===== src/rtl/adder_nibble_sequencer.sv =====
// Wide adder controller: feeds a 4-bit adder one nibble per step (LSB first), applies inter-nibble carry.
// Optional `ADDER_NIBBLE_SEQ_OVF_EN adds a registered signed-overflow output.
module adder_nibble_sequencer #(
    parameter int NIBBLES       = 4,
    parameter int ADDER_LATENCY = 1
) (
    input  logic                 CLK,
    input  logic                 RST,
    input  logic                 start,
    input  logic [4*NIBBLES-1:0] op_a,
    input  logic [4*NIBBLES-1:0] op_b,
    output logic                 ready,
    output logic [3:0]           adder_a,
    output logic [3:0]           adder_b,
    input  logic [3:0]           adder_sum,
    input  logic                 adder_c,
    output logic [4*NIBBLES-1:0] result,
    output logic                 carry_out,
`ifdef ADDER_NIBBLE_SEQ_OVF_EN
    output logic                 overflow,
`endif
    output logic                 done
);

    localparam int W  = 4 * NIBBLES;
    localparam int KW = $clog2(NIBBLES);
    localparam logic [KW-1:0] K_LAST = KW'(NIBBLES - 1);
    localparam logic [1:0]    LAT    = 2'(ADDER_LATENCY);

    typedef enum logic [1:0] {S_IDLE, S_ISSUE, S_DONE} state_t;

    state_t          state_q, state_d;
    logic [W-1:0]    a_sh_q, a_sh_d, b_sh_q, b_sh_d;
    logic [KW-1:0]   k_q, k_d;
    logic [1:0]      cnt_q, cnt_d;
    logic            cin_q, cin_d;
    logic [W-1:0]    result_q, result_d;
    logic            cout_q, cout_d;
    logic            ready_q, ready_d;
    logic            done_q, done_d;
    logic [3:0]      adder_a_q, adder_a_d, adder_b_q, adder_b_d;
    logic [3:0]      nib;
    logic            cin_nxt;
`ifdef ADDER_NIBBLE_SEQ_OVF_EN
    logic            a_msb_q, a_msb_d, b_msb_q, b_msb_d, ovf_q, ovf_d;
`endif

    // The adder has no carry-in, so the stored carry is folded in here.
    assign nib     = adder_sum + {3'b000, cin_q};
    assign cin_nxt = adder_c | ((&adder_sum) & cin_q);

    always_comb begin
        state_d   = state_q;
        a_sh_d    = a_sh_q;
        b_sh_d    = b_sh_q;
        k_d       = k_q;
        cnt_d     = cnt_q;
        cin_d     = cin_q;
        result_d  = result_q;
        cout_d    = cout_q;
        ready_d   = ready_q;
        done_d    = 1'b0;
        adder_a_d = adder_a_q;
        adder_b_d = adder_b_q;
`ifdef ADDER_NIBBLE_SEQ_OVF_EN
        a_msb_d   = a_msb_q;
        b_msb_d   = b_msb_q;
        ovf_d     = ovf_q;
`endif
        case (state_q)
            S_IDLE: begin
                if (start) begin
                    a_sh_d    = op_a >> 4;
                    b_sh_d    = op_b >> 4;
                    adder_a_d = op_a[3:0];
                    adder_b_d = op_b[3:0];
                    k_d       = '0;
                    cnt_d     = '0;
                    cin_d     = 1'b0;
                    ready_d   = 1'b0;
                    state_d   = S_ISSUE;
`ifdef ADDER_NIBBLE_SEQ_OVF_EN
                    a_msb_d   = op_a[W-1];
                    b_msb_d   = op_b[W-1];
`endif
                end
            end
            S_ISSUE: begin
                if (cnt_q == LAT) begin
                    result_d[{k_q, 2'b00} +: 4] = nib;
                    cin_d = cin_nxt;
                    cnt_d = '0;
                    if (k_q == K_LAST) begin
                        cout_d    = cin_nxt;
                        adder_a_d = 4'h0;
                        adder_b_d = 4'h0;
                        done_d    = 1'b1;
                        state_d   = S_DONE;
`ifdef ADDER_NIBBLE_SEQ_OVF_EN
                        ovf_d     = (a_msb_q == b_msb_q) & (nib[3] != a_msb_q);
`endif
                    end else begin
                        k_d       = k_q + KW'(1);
                        adder_a_d = a_sh_q[3:0];
                        adder_b_d = b_sh_q[3:0];
                        a_sh_d    = a_sh_q >> 4;
                        b_sh_d    = b_sh_q >> 4;
                    end
                end else begin
                    cnt_d = cnt_q + 2'd1;
                end
            end
            S_DONE: begin
                ready_d = 1'b1;
                state_d = S_IDLE;
            end
            default: begin
                ready_d = 1'b1;
                state_d = S_IDLE;
            end
        endcase
    end

    always_ff @(posedge CLK or negedge RST) begin
        if (!RST) begin
            state_q   <= S_IDLE;
            a_sh_q    <= '0;
            b_sh_q    <= '0;
            k_q       <= '0;
            cnt_q     <= '0;
            cin_q     <= 1'b0;
            result_q  <= '0;
            cout_q    <= 1'b0;
            ready_q   <= 1'b1;
            done_q    <= 1'b0;
            adder_a_q <= 4'h0;
            adder_b_q <= 4'h0;
`ifdef ADDER_NIBBLE_SEQ_OVF_EN
            a_msb_q   <= 1'b0;
            b_msb_q   <= 1'b0;
            ovf_q     <= 1'b0;
`endif
        end else begin
            state_q   <= state_d;
            a_sh_q    <= a_sh_d;
            b_sh_q    <= b_sh_d;
            k_q       <= k_d;
            cnt_q     <= cnt_d;
            cin_q     <= cin_d;
            result_q  <= result_d;
            cout_q    <= cout_d;
            ready_q   <= ready_d;
            done_q    <= done_d;
            adder_a_q <= adder_a_d;
            adder_b_q <= adder_b_d;
`ifdef ADDER_NIBBLE_SEQ_OVF_EN
            a_msb_q   <= a_msb_d;
            b_msb_q   <= b_msb_d;
            ovf_q     <= ovf_d;
`endif
        end
    end

    assign ready     = ready_q;
    assign done      = done_q;
    assign adder_a   = adder_a_q;
    assign adder_b   = adder_b_q;
    assign result    = result_q;
    assign carry_out = cout_q;
`ifdef ADDER_NIBBLE_SEQ_OVF_EN
    assign overflow  = ovf_q;
`endif

endmodule


===== config.mk =====
export PLATFORM = sky130hd
export DESIGN_NAME = adder_nibble_sequencer
export DESIGN_NICKNAME = d
export VERILOG_FILES = /design/src/rtl/adder_nibble_sequencer.sv
export SDC_FILE = /design/constraint.sdc
export NUM_CORES = 1
export LEC_CHECK = 0
export CAP_MARGIN = 20
export CELL_PAD_IN_SITES_DETAIL_PLACEMENT = 1
export CELL_PAD_IN_SITES_GLOBAL_PLACEMENT = 2
export CORE_ASPECT_RATIO = 0.9
export CORE_UTILIZATION = 29
export CTS_CLUSTER_DIAMETER = 50
export DETAILED_ROUTE_END_ITERATION = 8
export PLACE_DENSITY = 0.74
export SYNTH_ARGS = -nofsm -noshare
export SYNTH_HDL_FRONTEND = slang
export SYNTH_SLANG_ARGS = --single-unit

===== constraint.sdc =====
create_clock -name CLK -period 2.7 [get_ports CLK]
set_input_delay 0.54 -clock CLK [delete_from_list [all_inputs] [get_ports CLK]]
set_output_delay 0.54 -clock CLK [all_outputs]
set_load 0.1 [all_outputs]

## Word level (Yosys, flattened, before mapping)

Index checks and enable logic that the tools add are counted.
W data, S select, Z words.

- Output and inout bits: 27
- Input bits: 40
- Bits in registers: 66
- Logic and storage cells: 72

- Reduce and logical (&&, ||, !) cells: 10
- Muxes and demuxes: 34
- Equality and inequality tests: 7
- $add $sub $neg: 4
- Shift-type cells: 2
- Bitwise gates (word level): 3

Operator list:

| cell | number |
|---|---|
| $mux W16 | 6 |
| $pmux W16 S2 | 2 |
| $mux W4 | 6 |
| $bwmux W16 | 1 |
| $pmux W4 S2 | 2 |
| $shift A4 B6 Y16 const A | 1 |
| $shiftx A4 B6 Y16 | 1 |
| $mux W2 | 7 |
| $pmux W2 S2 | 3 |
| $reduce_and A3 Y1 | 3 |
| $ne A2 B2 Y1 const B | 4 |
| $reduce_and A4 Y1 | 2 |
| $neg A4 Y6 | 1 |
| $reduce_and A2 Y1 | 3 |
| $mux W1 | 5 |
| $add A2 B1 Y2 const B | 2 |
| $add A4 B1 Y4 | 1 |
| $eq A2 B1 Y1 const B | 2 |
| $pmux W1 S2 | 2 |
| $eq A2 B2 Y1 const B | 1 |
| $logic_not A2 Y1 | 1 |
| $reduce_bool A2 Y1 | 1 |
| $and A1 B1 Y1 | 1 |
| $not A1 Y1 | 1 |
| $or A1 B1 Y1 | 1 |

## Longest topological paths before layout

Gate-level depths: netlist of the first run.

- Depth in word-level cells: 5
- Gate-level depth with buffers: 7
- Depth with buffers taken out: 5

## Least setup slack after synthesis of the first run

Ideal clock, no wire load.

- Kind: register -> register
- Start point: register k_q[0]
- End point: register a_sh_q[3]
- Cell stages (with the launch flop): 8
- Library setup time: 0.125 ns
- Slack: 0.789 ns
- Arrival time: 1.786 ns
- Clock period less this slack: 1.911 ns
- Path buffers: 3
- Cell sequence: dfrtp_1 > ha_1 > and4bb_1 > buf_6 > o21ba_1 > buf_6 > buf_8 > mux2_4

- Longest elaborated chain between the ends: 3

Ends and longest elaborated chain:

| what | RTL line | source |
|---|---|---|
| start: declaration | 34 | `logic [KW-1:0] k_q, k_d;` |
| start signal: assignment | 147 | `k_q <= k_d;` |
| $eq A2 B2 Y1 | 93 | `if (k_q == K_LAST) begin` |
| $ne A2 B2 Y1 (no source line) | - |  |
| $reduce_and A4 Y1 (no source line) | - |  |
| end signal: assignment | 145 | `a_sh_q <= a_sh_d;` |
| end: declaration | 33 | `logic [W-1:0] a_sh_q, a_sh_d, b_sh_q, b_sh_d;` |

No other way between the ends.
A chain may end at the register's enable or synchronous reset.

## Final worst setup path of the first run

- Start point: register k_q[0]
- End point: register a_sh_q[1]

The elaborated chain is that of the path after synthesis.

==> results.py, run 1 <==
metrics = {
    "global_route": {
        "antenna_found_initial": 0,
        "grt_pass1_vias": 2256,
        "overflow": 0,
        "grt_util_all_layers": 0.1443,
        "grt_pass1_wl_mm": 11.56,
        "grt_max_degree": 24,
    },
    "detailed_routing": {
        "drt_wl_total_mm": 6.813,
        "drt-pass1-iter-count": 4,
        "wire_per_inst_um": 15.66,
        "viasPerCell": 4.726,
        "route.detailed.drc": 0,
        "drt_iter0_markers": 112,
        "antenna_left": 0,
        "vias": 2056,
    },
    "sta": {
        "setup_tns_ns": 0,
        "maxSlewHeadroom": 0.5788,
        "hold_viol": 0,
        "fin_crit_ns": 2.117,
        "finalClockSkew_ns": 0.009885,
        "setup_violations": 0,
        "grt_setup_unrepaired": "no",
        "period_share": 0.7841,
        "slew_viol_final": 0,
        "worst_pin_slew_ns": 0.6318,
        "fmax_mhz": 472.3,
    },
    "cells_and_area": {
        "layout.cells.most_common": "dfrtp_1",
        "antenna_cells": 0,
        "syn_to_final_growth_pct": 34.22,
        "layout_common_cells": "dfrtp_1 (57), clkdlybuf4s50_1 (38), buf_4 (36)",
        "final_area_um2": 3901,
        "layout-drive-gt1-share": 0.3010,
        "nets": 352,
    },
    "floorplanning": {
        "boundaryPins": 67,
        "initial_utilization": 0.2997,
        "coreArea_um2": 9699,
        "chipHeight_um": 96.98,
        "die_x_um": 107.5,
        "rows": 34,
        "dieArea_um2": 10430,
    },
    "status": {
        "outcome": "finished, final reports clean",
    },
    "run": {
        "cap_violations": 0,
    },
    "placement": {
        "place_area_um2": 3635,
        "portBuffers": 66,
        "dp_hpwl_mm": 4.965,
        "routabilityCongestion": 0.6771,
    },
    "clocking": {
        "cts_buffers": 9,
        "cts_tree": "built",
        "clockBufferDepth": 2,
        "hold_buffers": 0,
        "htree_levels": 3,
        "clk_latency_ns": 0.34,
        "cts_sinks": 58,
        "cts.clk_slew.worst_paths_ns": 0.07,
        "post-cts-setup-buffers": 0,
        "post_cts_resize_count": 0,
        "clk_root_buffer_cell": "clkbuf_8",
    },
    "yosys": {
        "yosys.cell_types.count": 37,
        "yosysSeqAreaShare": 0.4998,
        "synth.top_cell.area_share": 0.4907,
        "netlist_top_cells_area": "dfrtp_1 (49%), mux2_2 (11%), mux2_4 (5.2%)",
        "syn_area_per_cell_um2": 12.53,
        "syn_inst": 232,
        "synth_seq_cells": 58,
        "synth_top_area_cell": "dfrtp_1",
        "ys_warn_count": 0,
        "synthesis.area_um2": 2907,
        "syn_nets": 280,
    },
    "critical_path": {
        "worstPathRequired_ns": 2.92,
        "cp_num_buf_inv": 1,
        "cp_top_family": "flip-flops",
        "reg2reg_depth": 5,
        "end_kind": "flip-flop",
        "reg2reg_slack_ns": 0.58,
        "cp-endpoint": "a_sh_q[1]$_DFFE_PN0P_",
        "startpoint": "k_q[0]$_DFFE_PN0P_",
        "path_depth": 5,
        "worstSetupPathType": "reg2reg",
        "cp.arrival_ns": 2.34,
        "cp-start-kind": "flip-flop",
        "cp_slowest_stage_delay_ns": 0.50,
        "reg2reg_from": "k_q[0]$_DFFE_PN0P_",
        "regToRegEndpoint": "a_sh_q[1]$_DFFE_PN0P_",
        "crit_fanout": 16,
        "cp_cell_sequence": "ha_1 > and4bb_1 > o21ba_1 > buf_4 > mux2_2",
        "cp_slowest_cell": "dfrtp_1",
    },
    "min_path": {
        "hold_path_class": "in2async",
    },
}
## cell families (layout without fill, tap and decap cells)
group | count (synthesis) | count (layout) | share of synthesized area
AO/OA/AOI/OAI | 41 | 41 | 0.1012
multiplexers | 48 | 48 | 0.1950
adder cells (fa/ha/maj) | 8 | 8 | 0.03444
AND/OR/NAND/NOR | 48 | 48 | 0.1154
XOR/XNOR | 2 | 2 | 0.006028
buffers and inverters | 27 | 104 | 0.04821
flip-flops | 58 | 58 | 0.4998
## per-layer routing
| metal | global-route usage | vias up | wire length, µm |
|---|---|---|---|
| li1 | - | 981 | - |
| met1 | 0.1857 | 1014 | 3148 |
| met2 | 0.2308 | 53 | 3272 |
| met3 | 0.04380 | 8 | 312 |
| met4 | 0.04426 | 0 | 78 |
| met5 | 0 | - | 0 |
## synthesized netlist by cell type (all sizes together)
cell and count:
and4bb 1, ha 8, nor3b 3, and3b 1, nor2b 5, o21bai 3, clkbuf 6, a31oi 1
xor2 1, o21ai 1, and3 3, nand3b 1, o21ba 1, mux2 39, nand3 4, dfrtp 57
a21oi 12, nor4bb 9, buf 8, a41oi 1, and4 6, inv 13, o2bb2ai 4, nand2 6
a22o 10, nand4 1, nand2b 3, xnor2 1, o22ai 1, a21o 7, mux2i 9, nor2 3
and2 2, dfstp 1
## worst min path at each step
stage | startpoint | end | slack [ns] | cells after the start
after global routing | RST | result[1]$_DFFE_PN0P_ | 0.12 | 1
final | RST | result[12]$_DFFE_PN0P_ | 0.11 | 1
after floorplan | RST | a_sh_q[0]$_DFFE_PN0P_ | 0.24 | 0
after global placement | result[1]$_DFFE_PN0P_ | result[1]$_DFFE_PN0P_ | 0.46 | 1
after detailed placement | result[0]$_DFFE_PN0P_ | result[0]$_DFFE_PN0P_ | 0.47 | 1
after CTS | RST | result[14]$_DFFE_PN0P_ | 0.12 | 1
## flip-flops by register name, indices dropped and copies added (netlist names)
signal and flops:
cin_q 1, carry_out 1, done 1, a_sh_q 12, ready 1, state_q 2
adder_b 4, adder_a 4, result 16, b_sh_q 12, cnt_q 2, k_q 2
## area by class of cell
class	instances	area [µm²]
fillers	1059	5798
inverters	13	48.80
flip-flops and latches	58	1453
clock buffers	11	141.4
well taps	126	157.7
repair buffers	75	655.6
clock inverters	5	125.1
multi-input cells	147	1320
## metrics by stage
step	instances	util	hold WS (ns)	setup WS [ns]
floorplan	232	-	0.2444	0.7892
global placement	419	0.3747	0.4643	0.4155
detailed placement	419	0.3747	0.4694	0.3672
CTS	435	0.4022	0.1155	0.5641
global route	435	0.4022	0.1185	0.4770
finish	435	0.4022	0.1134	0.5829
Power of run 1 is not shown: default switching activity piles up to over one toggle a cycle in this logic, so the estimate is an artifact.
==> run 2: changes to the inputs <==
--- a/config.mk
+++ b/config.mk
@@ -12,7 +12,7 @@
 export CORE_UTILIZATION = 29
 export CTS_CLUSTER_DIAMETER = 50
 export DETAILED_ROUTE_END_ITERATION = 8
-export PLACE_DENSITY = 0.74
+export PLACE_DENSITY = 0.77
 export SYNTH_ARGS = -nofsm -noshare
 export SYNTH_HDL_FRONTEND = slang
 export SYNTH_SLANG_ARGS = --single-unit
==> constraint.sdc (replaced) <==
create_clock -name CLK -period 1.9 [get_ports CLK]
set_input_delay 0.38 -clock CLK [delete_from_list [all_inputs] [get_ports CLK]]
set_output_delay 0.38 -clock CLK [all_outputs]
set_load 0.1 [all_outputs]
==> run 2 against run 1 <==
Critical path depth did not move. Clock skew rose by 0.0052 ns. Highest routed layer unchanged. Critical endpoint is now a_sh_q[0]$_DFFE_PN0P_. Worst setup slack got worse by 0.48 ns.
==> results.py, run 2 (synthesis results as in run 1) <==
metrics = {
    "status": {
        "outcome": "finished, final reports clean",
    },
    "detailed_routing": {
        "drt_wl_total_mm": 6.924,
        "route.detailed.drc": 0,
        "viasPerCell": 4.700,
        "drt-pass1-iter-count": 4,
        "wire_per_inst_um": 15.52,
        "vias": 2096,
        "drt_iter0_markers": 69,
        "antenna_left": 0,
    },
    "power_and_ir_drop": {
        "total_power_mw": 8.233,
        "power_density_nw_per_um2": 2022,
        "irDropWorstVdd_v": 0.0009712,
        "power_leakage_nw": 1.938,
    },
    "global_route": {
        "grt_util_all_layers": 0.1468,
        "overflow": 0,
        "antenna_found_initial": 0,
        "grt_pass1_wl_mm": 11.70,
        "grt_pass1_vias": 2280,
        "grt_max_degree": 30,
    },
    "cells_and_area": {
        "instances_no_fill": 446,
        "layout.cells.most_common": "dfrtp_1",
        "nets": 363,
        "fin_util": 0.4198,
        "layout-drive-gt1-share": 0.3281,
        "largest_reg_flops": 16,
        "antenna_cells": 0,
        "syn_to_final_growth_pct": 40.08,
        "fillerInstances": 1062,
        "layout_common_cells": "dfrtp_1 (56), clkdlybuf4s50_1 (38), buf_4 (33)",
        "final_area_um2": 4071,
    },
    "clocking": {
        "cts.clk_slew.worst_paths_ns": 0.07,
        "cts_buffers": 9,
        "post-cts-setup-buffers": 0,
        "clk_root_buffer_cell": "clkbuf_8",
        "cts_tree": "built",
        "clk_latency_ns": 0.35,
        "clockBufferDepth": 2,
        "htree_levels": 3,
        "cts_sinks": 58,
    },
    "sta": {
        "fmax_mhz": 557.7,
        "setup_ws_ns": 0.1068,
        "period_share": 0.9438,
        "hold_viol": 0,
        "whs_ns": 0.4811,
        "slew_viol_final": 0,
        "setup_tns_ns": 0,
        "setup_violations": 0,
        "grt_setup_unrepaired": "no",
        "finalClockSkew_ns": 0.01510,
        "worst_pin_slew_ns": 0.5769,
        "fin_crit_ns": 1.793,
        "maxSlewHeadroom": 0.6140,
    },
    "critical_path": {
        "cp_num_buf_inv": 1,
        "cp_slowest_cell": "dfrtp_2",
        "cp_cell_sequence": "ha_1 > and4bb_1 > o21ba_1 > buf_12 > mux2_2",
        "cp.arrival_ns": 2.02,
        "worstSetupPathType": "reg2reg",
        "cp-start-kind": "flip-flop",
        "end_kind": "flip-flop",
        "cp_slowest_stage_delay_ns": 0.44,
        "crit_fanout": 16,
        "path_depth": 5,
        "reg2reg_depth": 5,
        "cp_top_family": "flip-flops",
        "worstPathRequired_ns": 2.13,
    },
    "placement": {
        "place_area_um2": 3874,
        "pre_cts_ws_ns": -0.1715,
        "routabilityCongestion": 0.6878,
        "numPlacedInstances": 429,
        "portBuffers": 66,
        "dp_hpwl_mm": 5.070,
    },
    "floorplanning": {
        "initial_utilization": 0.2997,
        "rows": 34,
        "dieArea_um2": 10430,
        "die_x_um": 107.5,
        "boundaryPins": 67,
        "coreArea_um2": 9699,
        "chipHeight_um": 96.98,
    },
    "min_path": {
        "hold_path_class": "reg2reg",
        "hold_depth": 1,
    },
    "run": {
        "cap_violations": 0,
    },
}
[run 2: power by group]
group	switching, mW	internal [mW]
logic	2.92	2.06
clock network	0.567	0.522
registers	0.398	1.77
[run 2: cell type report]
cell class | count | area, µm² | share of cell area
clock buffers | 10 | 137.6 | 0.03380
clock inverters | 6 | 50.05 | 0.01229
inverters | 13 | 48.80 | 0.01199
multi-input cells | 147 | 1320 | 0.3242
flip-flops and latches | 58 | 1454 | 0.3571
well taps | 126 | 157.7 | 0.03872
repair buffers | 86 | 903.4 | 0.2219
[run 2: what timing repair did]
action	CTS	global route
endpoints found under the setup margin	0	0
resized for setup	0	0
hold buffers	1	0
hold endpoints to repair	15	0
[run 2: worst paths after layout]
kind                                     endpoint             startpoint  slack [ns]
setup / recovery            a_sh_q[0]$_DFFE_PN0P_     k_q[0]$_DFFE_PN0P_        0.11
hold / removal              result[8]$_DFFE_PN0P_  result[8]$_DFFE_PN0P_        0.48
setup reg to reg            a_sh_q[0]$_DFFE_PN0P_     k_q[0]$_DFFE_PN0P_        0.11
hold reg to reg             result[8]$_DFFE_PN0P_  result[8]$_DFFE_PN0P_        0.48
max in group asynchronous       ready$_DFFE_PN1P_                    RST        0.82
min in group asynchronous  adder_b[3]$_DFFE_PN0P_                    RST        0.50
[run 2: metal layers]
layer,GRT usage,share of wire
met3,0.05189,0.057
met4,0.04110,0.011
met5,0,0
met1,0.1838,0.45
met2,0.2372,0.48
No activity file was read; power rests on OpenSTA's default activity.
==> run 3: changes to the inputs <==
--- a/config.mk
+++ b/config.mk
@@ -9,10 +9,10 @@
 export CELL_PAD_IN_SITES_DETAIL_PLACEMENT = 1
 export CELL_PAD_IN_SITES_GLOBAL_PLACEMENT = 2
 export CORE_ASPECT_RATIO = 0.9
-export CORE_UTILIZATION = 29
+export CORE_UTILIZATION = 30
 export CTS_CLUSTER_DIAMETER = 50
 export DETAILED_ROUTE_END_ITERATION = 8
-export PLACE_DENSITY = 0.77
+export PLACE_DENSITY_LB_ADDON = 0.1
 export SYNTH_ARGS = -nofsm -noshare
 export SYNTH_HDL_FRONTEND = slang
 export SYNTH_SLANG_ARGS = --single-unit
==> run 3 against run 2 <==
Worst hold slack lost 0.45 ns. Die area decreased by 3.3%. Clock-buffer cell count grew 2. Final cell count is 1.8% lower. Combinational power is 4% higher. Cell area rose by 4.6%.
==> results.py, run 3 (synthesis results as in run 1) <==
metrics = {
    "detailed_routing": {
        "drt_wl_total_mm": 6.744,
        "route.detailed.drc": 0,
        "vias": 2044,
        "antenna_left": 0,
        "drt-pass1-iter-count": 4,
        "drt_iter0_markers": 56,
        "viasPerCell": 4.667,
        "wire_per_inst_um": 15.40,
    },
    "sta": {
        "maxSlewHeadroom": 0.5084,
        "period_share": 0.9552,
        "hold_viol": 0,
        "fmax_mhz": 551.0,
        "setup_tns_ns": 0,
        "finalClockSkew_ns": 0.007246,
        "setup_violations": 0,
        "slew_viol_final": 0,
        "worst_pin_slew_ns": 0.7359,
        "fin_crit_ns": 1.815,
        "grt_setup_unrepaired": "no",
    },
    "critical_path": {
        "end_kind": "flip-flop",
        "reg2reg_depth": 5,
        "crit_fanout": 16,
        "cp-endpoint": "b_sh_q[6]$_DFFE_PN0P_",
        "worstSetupPathType": "reg2reg",
        "cp.arrival_ns": 2.03,
        "cp_cell_sequence": "ha_1 > and4bb_1 > o21ba_1 > buf_12 > mux2_2",
        "regToRegEndpoint": "b_sh_q[6]$_DFFE_PN0P_",
        "cp_slowest_stage_delay_ns": 0.41,
        "cp_slowest_cell": "dfrtp_2",
        "worstPathRequired_ns": 2.11,
        "startpoint": "k_q[0]$_DFFE_PN0P_",
        "reg2reg_slack_ns": 0.09,
        "cp-start-kind": "flip-flop",
        "reg2reg_from": "k_q[0]$_DFFE_PN0P_",
    },
    "power_and_ir_drop": {
        "power_leakage_nw": 1.991,
        "irDropWorstVdd_v": 0.0008891,
        "power_density_nw_per_um2": 2050,
    },
    "run": {
        "cap_violations": 0,
    },
    "clocking": {
        "cts_tree": "built",
        "clk_latency_ns": 0.33,
        "post_cts_resize_count": 0,
        "cts_buffers": 9,
        "post-cts-setup-buffers": 0,
        "cts_sinks": 58,
        "cts.clk_slew.worst_paths_ns": 0.07,
        "htree_levels": 3,
        "clk_root_buffer_cell": "clkbuf_8",
        "hold_buffers": 0,
        "clockBufferDepth": 2,
    },
    "cells_and_area": {
        "largest_reg_flops": 16,
        "syn_to_final_growth_pct": 46.53,
        "layout_common_cells": "dfrtp_1 (56), clkdlybuf4s50_1 (38), mux2_2 (29)",
        "layout.cells.most_common": "dfrtp_1",
        "instances_no_fill": 438,
        "nets": 359,
        "layout-drive-gt1-share": 0.3228,
        "final_area_um2": 4259,
        "antenna_cells": 0,
        "fin_util": 0.4605,
    },
    "floorplanning": {
        "boundaryPins": 67,
        "initial_utilization": 0.3143,
        "dieArea_um2": 10090,
        "coreArea_um2": 9249,
        "die_x_um": 105.8,
        "rows": 33,
        "chipHeight_um": 95.38,
    },
    "global_route": {
        "antenna_found_initial": 0,
        "overflow": 0,
        "grt_pass1_wl_mm": 11.08,
        "grt_util_all_layers": 0.1472,
        "grt_pass1_vias": 2114,
        "grt_max_degree": 59,
    },
    "placement": {
        "routabilityCongestion": 0.7119,
        "numPlacedInstances": 422,
        "place_area_um2": 4021,
        "portBuffers": 66,
        "dp_hpwl_mm": 4.789,
    },
    "min_path": {
        "hold_path_class": "in2async",
    },
    "status": {
        "outcome": "finished, final reports clean",
    },
}
==> run 3: cell count changes in the layout (fill, tap and decap cells not counted) <==
cell           previous run  this run
dlygate4sd3_1             1         0
buf_4                    33        16
clkinvlp_4                2         1
buf_12                   13        27
clkinv_2                  0         1
bufinv_16                 0         2
inv_6                     2         0
clkbuf_8                 10        12
clkinv_4                  2         0
==> run 3: final cells by class <==
| class | instances | area (µm²) |
|---|---|---|
| fill | 981 | 4990 |
| sequential | 58 | 1454 |
| multi-input combinational | 147 | 1320 |
| timing repair buffer | 82 | 1046 |
| clock buffer | 12 | 165.2 |
| tap | 122 | 152.6 |
| clock inverter | 4 | 72.57 |
| inverter | 13 | 48.80 |
==> run 3: critical path, delay by kind of cell (launching register included) <==
kind                       cells  cell delay, ns
adders and majority gates      1            0.21
AOI/OAI and AO/OA              1            0.21
buffers and inverters          1            0.18
muxes                          1            0.35
and+or+nand+nor                1            0.34
DFF                            1            0.41
==> run 3: worst min path at each step <==
stage | from | to | cells past startpoint
after global placement | RST | result[12]$_DFFE_PN0P_ | 2
after global routing | RST | result[11]$_DFFE_PN0P_ | 2
final | RST | result[12]$_DFFE_PN0P_ | 2
after floorplan | RST | a_sh_q[0]$_DFFE_PN0P_ | 0
after CTS | RST | adder_a[2]$_DFFE_PN0P_ | 2
after detailed placement | RST | result[14]$_DFFE_PN0P_ | 2
==> run 3: metal layers <==
layer  track usage  wire length (µm)  vias up
li1              -                 -     1000
met1        0.2187              3625      990
met2        0.2015              2811       50
met3       0.03213               269        4
met4       0.06597                38        0
met5             0                 0        -
==> run 3: stage by stage <==
stage / setup WS (ns) / power, mW / hold slack (ns)
after floorplan: 0.01317 / 5.736 / 0.08441
after global placement: -0.1811 / 7.380 / 0.4159
after detailed placement: -0.2021 / 7.454 / 0.4142
after CTS: 0.08077 / 8.845 / 0.05329
after global routing: 0.01146 / 9.230 / 0.05215
final: 0.08514 / 8.730 / 0.03355
==> run 3: where the power goes <==
| part | internal (mW) | switching, mW | leakage (nW) |
|---|---|---|---|
| registers | 1.77 | 0.446 | 0.751 |
| clock network | 0.844 | 0.497 | 0.119 |
| logic | 2.27 | 2.91 | 1.12 |
| total | 4.88 | 3.85 | 1.99 |
